### src/rtl/nn_pkg.sv
// Shared types and constants for the nn_node host-side driver.
// Word indices follow the serial load order of the operand stream.
package nn_pkg;

   localparam int DW     = 16;
   localparam int N_X    = 4;
   localparam int N_W    = 24;
   localparam int NWORDS = N_X + N_W;
   localparam int IDXW   = $clog2(NWORDS);

   typedef logic [DW-1:0] word_t;

   typedef enum logic [1:0] {
      LOAD,
      FIRE,
      WAIT,
      RESULT
   } drv_state_e;

   localparam int IDX_X0  = 0;
   localparam int IDX_X1  = 1;
   localparam int IDX_X2  = 2;
   localparam int IDX_X3  = 3;
   localparam int IDX_W04 = 4;
   localparam int IDX_W14 = 5;
   localparam int IDX_W24 = 6;
   localparam int IDX_W34 = 7;
   localparam int IDX_W05 = 8;
   localparam int IDX_W15 = 9;
   localparam int IDX_W25 = 10;
   localparam int IDX_W35 = 11;
   localparam int IDX_W06 = 12;
   localparam int IDX_W16 = 13;
   localparam int IDX_W26 = 14;
   localparam int IDX_W36 = 15;
   localparam int IDX_W07 = 16;
   localparam int IDX_W17 = 17;
   localparam int IDX_W27 = 18;
   localparam int IDX_W37 = 19;
   localparam int IDX_W48 = 20;
   localparam int IDX_W58 = 21;
   localparam int IDX_W68 = 22;
   localparam int IDX_W78 = 23;
   localparam int IDX_W49 = 24;
   localparam int IDX_W59 = 25;
   localparam int IDX_W69 = 26;
   localparam int IDX_W79 = 27;

endpackage

### src/rtl/nn_result_capture.sv
// Captures out0/out1 from nn_node on their ready strobes; the first strobe
// after a clear wins and later repeats are ignored until the next clear.
module nn_result_capture
   import nn_pkg::*;
(
   input  logic          clk,
   input  logic          rst_n,
   input  logic          clr_i,
   input  logic          en_i,
   input  logic          stb0_i,
   input  logic          stb1_i,
   input  logic [DW-1:0] d0_i,
   input  logic [DW-1:0] d1_i,
   output logic [DW-1:0] res0_o,
   output logic [DW-1:0] res1_o,
   output logic          both_done_o
);

   logic  cap0_q, cap1_q;
   logic  set0, set1;
   word_t res0_q, res1_q;

   assign set0 = en_i & stb0_i & ~cap0_q;
   assign set1 = en_i & stb1_i & ~cap1_q;

   // Looks through this cycle's captures so a same-cycle pair completes at once.
   assign both_done_o = (cap0_q | set0) & (cap1_q | set1);

   assign res0_o = res0_q;
   assign res1_o = res1_q;

   always_ff @(posedge clk or negedge rst_n) begin
      if (!rst_n) begin
         cap0_q <= 1'b0;
         cap1_q <= 1'b0;
         res0_q <= '0;
         res1_q <= '0;
      end else if (clr_i) begin
         cap0_q <= 1'b0;
         cap1_q <= 1'b0;
      end else begin
         if (set0) begin
            res0_q <= d0_i;
            cap0_q <= 1'b1;
         end
         if (set1) begin
            res1_q <= d1_i;
            cap1_q <= 1'b1;
         end
      end
   end

endmodule

### src/rtl/nn_node_driver.sv
// Host-side sequencer for nn_node: loads 28 operand words serially, fires an
// inference, collects out0/out1 and hands the pair out over valid/ready.
module nn_node_driver
   import nn_pkg::*;
#(
   parameter int TIMEOUT = 255
) (
   input  logic          clk,
   input  logic          rst_n,
   input  logic          ld_valid,
   input  logic [DW-1:0] ld_data,
   output logic          ld_ready,
   output logic [DW-1:0] x0,
   output logic [DW-1:0] x1,
   output logic [DW-1:0] x2,
   output logic [DW-1:0] x3,
   output logic [DW-1:0] w04,
   output logic [DW-1:0] w14,
   output logic [DW-1:0] w24,
   output logic [DW-1:0] w34,
   output logic [DW-1:0] w05,
   output logic [DW-1:0] w15,
   output logic [DW-1:0] w25,
   output logic [DW-1:0] w35,
   output logic [DW-1:0] w06,
   output logic [DW-1:0] w16,
   output logic [DW-1:0] w26,
   output logic [DW-1:0] w36,
   output logic [DW-1:0] w07,
   output logic [DW-1:0] w17,
   output logic [DW-1:0] w27,
   output logic [DW-1:0] w37,
   output logic [DW-1:0] w48,
   output logic [DW-1:0] w58,
   output logic [DW-1:0] w68,
   output logic [DW-1:0] w78,
   output logic [DW-1:0] w49,
   output logic [DW-1:0] w59,
   output logic [DW-1:0] w69,
   output logic [DW-1:0] w79,
   output logic          in_ready,
   input  logic [DW-1:0] out0,
   input  logic [DW-1:0] out1,
   input  logic          out10_ready,
   input  logic          out11_ready,
   output logic          res_valid,
   input  logic          res_ready,
   output logic [DW-1:0] res0,
   output logic [DW-1:0] res1,
   output logic          err_timeout
);

   localparam int CW = $clog2(TIMEOUT + 1);

   drv_state_e      state_q, state_d;
   logic [IDXW-1:0] idx_q, idx_d;
   logic [CW-1:0]   cnt_q, cnt_d;
   logic            err_q, err_d;
   logic            ld_ready_q, in_ready_q, res_valid_q;
   word_t           ops_q [NWORDS];

   logic  ld_acc, cap_clr, cap_en, both_done;
   word_t cap0, cap1;

   assign ld_acc = ld_valid & ld_ready_q;

   nn_result_capture u_cap (
      .clk         (clk),
      .rst_n       (rst_n),
      .clr_i       (cap_clr),
      .en_i        (cap_en),
      .stb0_i      (out10_ready),
      .stb1_i      (out11_ready),
      .d0_i        (out0),
      .d1_i        (out1),
      .res0_o      (cap0),
      .res1_o      (cap1),
      .both_done_o (both_done)
   );

   always_comb begin
      state_d = state_q;
      idx_d   = idx_q;
      cnt_d   = cnt_q;
      err_d   = err_q;
      cap_clr = 1'b0;
      cap_en  = 1'b0;
      unique case (state_q)
         LOAD: begin
            if (ld_acc) begin
               err_d = 1'b0;
               if (idx_q == IDXW'(NWORDS - 1)) begin
                  idx_d   = '0;
                  state_d = FIRE;
               end else begin
                  idx_d = idx_q + IDXW'(1);
               end
            end
         end
         FIRE: begin
            cap_clr = 1'b1;
            cnt_d   = '0;
            state_d = WAIT;
         end
         WAIT: begin
            cap_en = 1'b1;
            // A pair completing on the deadline cycle still wins over the abort.
            if (both_done) begin
               state_d = RESULT;
            end else if (cnt_q == CW'(TIMEOUT - 1)) begin
               err_d   = 1'b1;
               idx_d   = '0;
               state_d = LOAD;
            end else begin
               cnt_d = cnt_q + CW'(1);
            end
         end
         RESULT: begin
            if (res_valid_q && res_ready) begin
               idx_d   = '0;
               state_d = LOAD;
            end
         end
         default: state_d = LOAD;
      endcase
   end

   always_ff @(posedge clk or negedge rst_n) begin
      if (!rst_n) begin
         state_q     <= LOAD;
         idx_q       <= '0;
         cnt_q       <= '0;
         err_q       <= 1'b0;
         ld_ready_q  <= 1'b0;
         in_ready_q  <= 1'b0;
         res_valid_q <= 1'b0;
      end else begin
         state_q     <= state_d;
         idx_q       <= idx_d;
         cnt_q       <= cnt_d;
         err_q       <= err_d;
         ld_ready_q  <= (state_d == LOAD);
         in_ready_q  <= (state_d == FIRE) || (state_d == WAIT);
         res_valid_q <= (state_d == RESULT);
      end
   end

   always_ff @(posedge clk or negedge rst_n) begin
      if (!rst_n) begin
         for (int i = 0; i < NWORDS; i++) ops_q[i] <= '0;
      end else if (ld_acc) begin
         ops_q[idx_q] <= ld_data;
      end
   end

   assign ld_ready    = ld_ready_q;
   assign in_ready    = in_ready_q;
   assign res_valid   = res_valid_q;
   assign err_timeout = err_q;

   // Captured values are only exposed with res_valid, so an aborted or
   // half-finished inference never shows a partial pair.
   assign res0 = res_valid_q ? cap0 : '0;
   assign res1 = res_valid_q ? cap1 : '0;

   assign x0  = ops_q[IDX_X0];
   assign x1  = ops_q[IDX_X1];
   assign x2  = ops_q[IDX_X2];
   assign x3  = ops_q[IDX_X3];
   assign w04 = ops_q[IDX_W04];
   assign w14 = ops_q[IDX_W14];
   assign w24 = ops_q[IDX_W24];
   assign w34 = ops_q[IDX_W34];
   assign w05 = ops_q[IDX_W05];
   assign w15 = ops_q[IDX_W15];
   assign w25 = ops_q[IDX_W25];
   assign w35 = ops_q[IDX_W35];
   assign w06 = ops_q[IDX_W06];
   assign w16 = ops_q[IDX_W16];
   assign w26 = ops_q[IDX_W26];
   assign w36 = ops_q[IDX_W36];
   assign w07 = ops_q[IDX_W07];
   assign w17 = ops_q[IDX_W17];
   assign w27 = ops_q[IDX_W27];
   assign w37 = ops_q[IDX_W37];
   assign w48 = ops_q[IDX_W48];
   assign w58 = ops_q[IDX_W58];
   assign w68 = ops_q[IDX_W68];
   assign w78 = ops_q[IDX_W78];
   assign w49 = ops_q[IDX_W49];
   assign w59 = ops_q[IDX_W59];
   assign w69 = ops_q[IDX_W69];
   assign w79 = ops_q[IDX_W79];

endmodule
### config.mk
export PLATFORM = sky130hd
export DESIGN_NAME = nn_node_driver
export DESIGN_NICKNAME = d
export VERILOG_FILES = /design/src/rtl/nn_pkg.sv /design/src/rtl/nn_result_capture.sv /design/src/rtl/nn_node_driver.sv
export SDC_FILE = /design/constraint.sdc
export NUM_CORES = 1
export LEC_CHECK = 0
export ABC_AREA = 1
export CAP_MARGIN = 25
export CORE_MARGIN = 5
export CORE_UTILIZATION = 45
export CTS_BUF_LIST = sky130_fd_sc_hd__clkbuf_16
export CTS_CLUSTER_DIAMETER = 50
export CTS_CLUSTER_SIZE = 40
export DETAILED_ROUTE_END_ITERATION = 16
export PLACE_DENSITY_LB_ADDON = 0.12
export SLEW_MARGIN = 20
export SYNTH_ARGS = -nofsm -noshare
export SYNTH_HDL_FRONTEND = slang
export SYNTH_SLANG_ARGS = --single-unit
### constraint.sdc
create_clock -name clk -period 1.91 [get_ports clk]
set_input_delay 0.573 -clock clk [delete_from_list [all_inputs] [get_ports clk]]
set_output_delay 0.573 -clock clk [all_outputs]
set_load 0.02 [all_outputs]
# Yosys cells after proc, flatten, opt, wreduce, memory -nomap -nowiden
# Cells that the tools add are included.
# totals
mem_bits_rw	0
latchBits	0
memories	0
ff_bits	501
rom_bits	0
wordCells	113
output_inout_bits	484
# classes
n_shift	0
magnitude_cmp	2
reduce_logical	15
n_div	0
n_mul	0
n_eq_ne	13
addsub	2
n_mux	30
n_bitwise	12
# ops
cell	n
$bwmux W448	1
$demux W16 S5	1
$mux W16	3
$mux W5	5
$mux W8	2
$pmux W8 S2	1
$pmux W5 S3	1
$mux W2	5
$ne A2 B2 Y1 const B	5
$mux W1	9
$add A8 B1 Y8 const B	1
$eq A2 B2 Y1 const B	4
$eq A8 B8 Y1 const B	1
$pmux W2 S4	1
$reduce_bool A2 Y1	4
$and A1 B1 Y1	6
$ge A6 B6 Y1 const B	1
$lt A6 B1 Y1 const B	1
$not A5 Y6	1
$add A5 B1 Y5 const B	1
$eq A5 B5 Y1 const B	1
$reduce_and A5 Y1	1
$eq A2 B1 Y1 const B	2
$logic_not A2 Y1	2
9 further kinds	14

# Longest topological paths before layout
# logic_depth
depth_word	10
mapped_depth	9

# Hierarchy
# Synthesis repeated with hierarchy kept, for this count alone.
# unflattened
cells_unflattened	1896
area_unflattened_um2	18992.0
# by_module_without_submodules
mod	area_per_inst_um2	n_inst	seq_area_each_um2	cells_per_inst
nn_node_driver	17514.3	1	11686.2	1744
nn_result_capture	1477.7	1	850.8	152

# Least setup slack after synthesis
# No wires, ideal clock.
# synth_timing
path_type	reg2out
start	reg res_valid_q (netlist: res_valid)
end	out res0[0]
path_slack_ns	0.206
arrival_time_ns	1.131
path_stages_with_launch	5
t_required_ns	1.337
path_cell_list	dfrtp_1 clkbuf_1 clkbuf_1 nand2_1 inv_1
# synth_between
elab_chain_len	1
# synth_rtl
item	line_no	text
start, declared	nn_node_driver.sv:59	logic ld_ready_q, in_ready_q, res_valid_q;
start signal, assigned	nn_node_driver.sv:144	res_valid_q <= (state_d == RESULT);
$mux W16	nn_node_driver.sv:163	assign res0 = res_valid_q ? cap0 : '0;
end, declared	nn_node_driver.sv:48	output logic [DW-1:0] res0,
# No other way between the ends.

# Worst setup path after layout
# layout_timing
start	reg res_valid_q (netlist: res_valid)
end	out res1[7]
# layout_between
elab_chain_len	1
# layout_rtl
item	line_no	text
$mux W16	nn_node_driver.sv:164	assign res1 = res_valid_q ? cap1 : '0;
end, declared	nn_node_driver.sv:49	output logic [DW-1:0] res1,
# No other way between the ends.

==> impl_metrics.csv <==
group,metric,value,unit
status,outcome,"complete, but fails checks",
status,violations,"setup timing",
yosys,ys_ff_latch,501,
critical_path,cp.arrival,1440,ps
drt,vias,15100,
yosys,yosysTopAreaCell,"dfrtp_1",
pwr,p_clk_share,35.4,%
yosys,syn_nets,1880,
clocking,clkSinkCount,501,
pwr,p_switching,8.29,mW
clocking,cts_root_buffer,"clkbuf_16",
sta,worst_slew_pin_slew,434,ps
floorplan,dieArea,45500,um^2
placement,place_congestion,0.828,
floorplan,rows,74,
floorplan,die_y,213,um
critical_path,worst_r2r_endpoint,"w05[5]",
yosys,synthCells,1820,
critical_path,rrSetupSlack,190,ps
sta,fin_crit,2020,ps
pwr,powerDensity,1050,nW/um^2
sta,worst_slack,-107,ps
sta,hold_viol,0,
cells_and_area,num-nets-final,2429,
sta,hold_slack,475,ps
floorplan,die_w,213,um
cells_and_area,finish.utilization,65.0,%
critical_path,worst_setup_path_start_kind,"flop",
cells_and_area,layout-drive-gt1-share,13.5,%
pwr,ir_drop,0.817,mV
yosys,synth_area,18600,um^2
yosys,syn_avg_cell_area,10.2,um^2
yosys,ys_seq_area_share,67.4,%
cells_and_area,most-common-layout-cells,"dfrtp_1, nand2_1, o21ai_0, dlygate4sd2_1, clkdlybuf4s15_1",
cells_and_area,layout_commonest_cell,"dfrtp_1",
critical_path,critPathRequiredTime,1340,ps
clocking,worstSkewPairLatency,570,ps
placement,numPortBuffers,537,
critical_path,endpoint_kind,"primary output",
pwr,p_leak,13.8,nW
sta,fmax,0.496,GHz
placement,placed_area,25400,um^2
cells_and_area,syn_to_final_growth,42.7,%
critical_path,crit_path_start,"res_valid",
global_route,groute.usage.overall,27.8,%
critical_path,crit_end,"res1[7]",
clocking,cts_tree,"done",
sta,max_slew_margin,71.1,%
yosys,synth_cell_types,29,
cells_and_area,diodes,0,
placement,dp.final_hpwl,42.8,mm
drt,postRouteWirelength,65.0,mm
global_route,grt_pass1_wl,95.4,mm
clocking,postCtsSetupRepairBufs,0,
sta,post-route-period-util,106,%
yosys,ys.warnings.count,0,
drt,wl_per_cell,22.1,um
pwr,swShare,29.7,%
global_route,grt_max_degree,67,
floorplan,io_pins,538,
yosys,synth_area_leaders,"dfrtp_1, nand2_1, o21ai_0, o21ai_1, a21oi_1",
sta,fin_worst_skew,17.6,ps
clocking,cts_buffers,43,
clocking,clock_path_buffers,3,
clocking,clkSlewWorstSetupHoldPaths,60,ps
global_route,grt_pass1_vias,14900,
pwr,p_int,19.6,mW
drt,antenna_left,0,
global_route,overflow,0,
sta,rsz0062_at_grt,"yes",
yosys,synth_top_cell_area_share,67.4,%
sta,slew_violations,0,
floorplan,start_util,45.6,%
cells_and_area,design_area,26500,um^2
floorplan,core,40800,um^2
pwr,combPwrFrac,21.0,%
drt,drt_iter0_drc,1023,
critical_path,r2r-start,"idx_q[0]",
drt,first_pass_iters,5,
critical_path,crit_type,"flop to primary output",
pwr,p_seq_share,43.6,%
flow_run,max_cap_violations,0,
critical_path,path_max_fanout,25,
sta,setup_viol,33,
placement,pre_cts_ws,-328,ps
critical_path,ff2ff_path_depth,8,
global_route,antenna_found_initial,0,
drt,drc,0,
drt,via_per_inst,5.15,
min_path,hp-class,"flop to flop",
sta,tns,-2090,ps
clocking,cts-htree-levels,2,
## cell families (layout without fill, tap and decap cells)
logic type               count (synthesis)  in the layout  synth area share (%)
flip-flops                             501            501                  67.4
XOR/XNOR                                 3              3                 0.141
AND/OR/NAND/NOR                        609            609                  12.8
buffers and inverters                  206            789                  4.59
AO/OA/AOI/OAI                          463            463                  12.5
multiplexers                            32             32                  2.12
adder cells (fa/ha/maj)                  6              6                 0.404
## layout make-up
class                   count  area [um^2]
clock buffers              45         1130
clock inverters            34          479
fillers                  3413        14300
inverters                  80          300
multi-input cells        1113         5240
flip-flops and latches    501        12500
well taps                 532          666
repair buffers            630         6190
## synth_stat cells (all sizes together)
cell type    n
o21ai      395
clkbuf      78
nand3       21
mux2        32
ha           6
nand3b       1
nor3         5
o21bai       2
a21oi       66
xor2         2
nand4        4
dfrtp      501
xnor2        1
nand2      489
nor2        89
inv         80
buf         48
## timing repair
action                                  CTS  global route
hold endpoints to repair                 21             0
hold buffers                              1             0
endpoints found under the setup margin  484           157
gates cloned                              1             0
gates resized for setup                 765           141
## per-stage QoR
stage | power (mW) | std cells
after global placement | 18.4 | 2854
after detailed placement | 18.5 | 2854
final | 27.9 | 2935
after floorplan | 15.3 | 1820
after CTS | 28.0 | 2935
after global routing | 29.1 | 2935
## worst min-delay path by stage
| stage | start | end | slack (ps) | depth (start not counted) |
|---|---|---|---|---|
| after floorplan | rst_n | cnt_q[0] | 280 | 0 |
| after global placement | w15[2] | w15[2] | 470 | 2 |
| after detailed placement | w05[11] | w05[11] | 470 | 2 |
| after CTS | w24[0] | w24[0] | 480 | 2 |
| after global routing | w14[6] | w14[6] | 500 | 2 |
| final | w24[0] | w24[0] | 480 | 2 |
## critical path: stages (launching register included)
cell and delay, ps:
dfrtp_2 450, buf_12 170, nand2_1 60, inv_1 50, buf_4 150
## power by group through the flow
| stage | clock network [mW] | registers [mW] | logic, mW |
|---|---|---|---|
| 2_1_floorplan | 0 | 13.0 | 2.32 |
| 5_1_grt | 10.5 | 12.3 | 6.32 |
| 6_report | 9.87 | 12.2 | 5.86 |
| 4_1_cts | 10.0 | 12.2 | 5.85 |
| 3_3_place_gp | 0 | 12.3 | 6.05 |
| 3_5_place_dp | 0 | 12.4 | 6.15 |
## metal layers
layer | vias up | track usage [%] | share of wire [%]
met5 | - | 0 | 0
met2 | 586 | 45.4 | 48
met4 | 0 | 7.81 | 2.8
li1 | 7013 | - | -
met3 | 117 | 8.92 | 9.4
met1 | 7413 | 36.3 | 40
No activity file was read; power rests on OpenSTA's default activity.
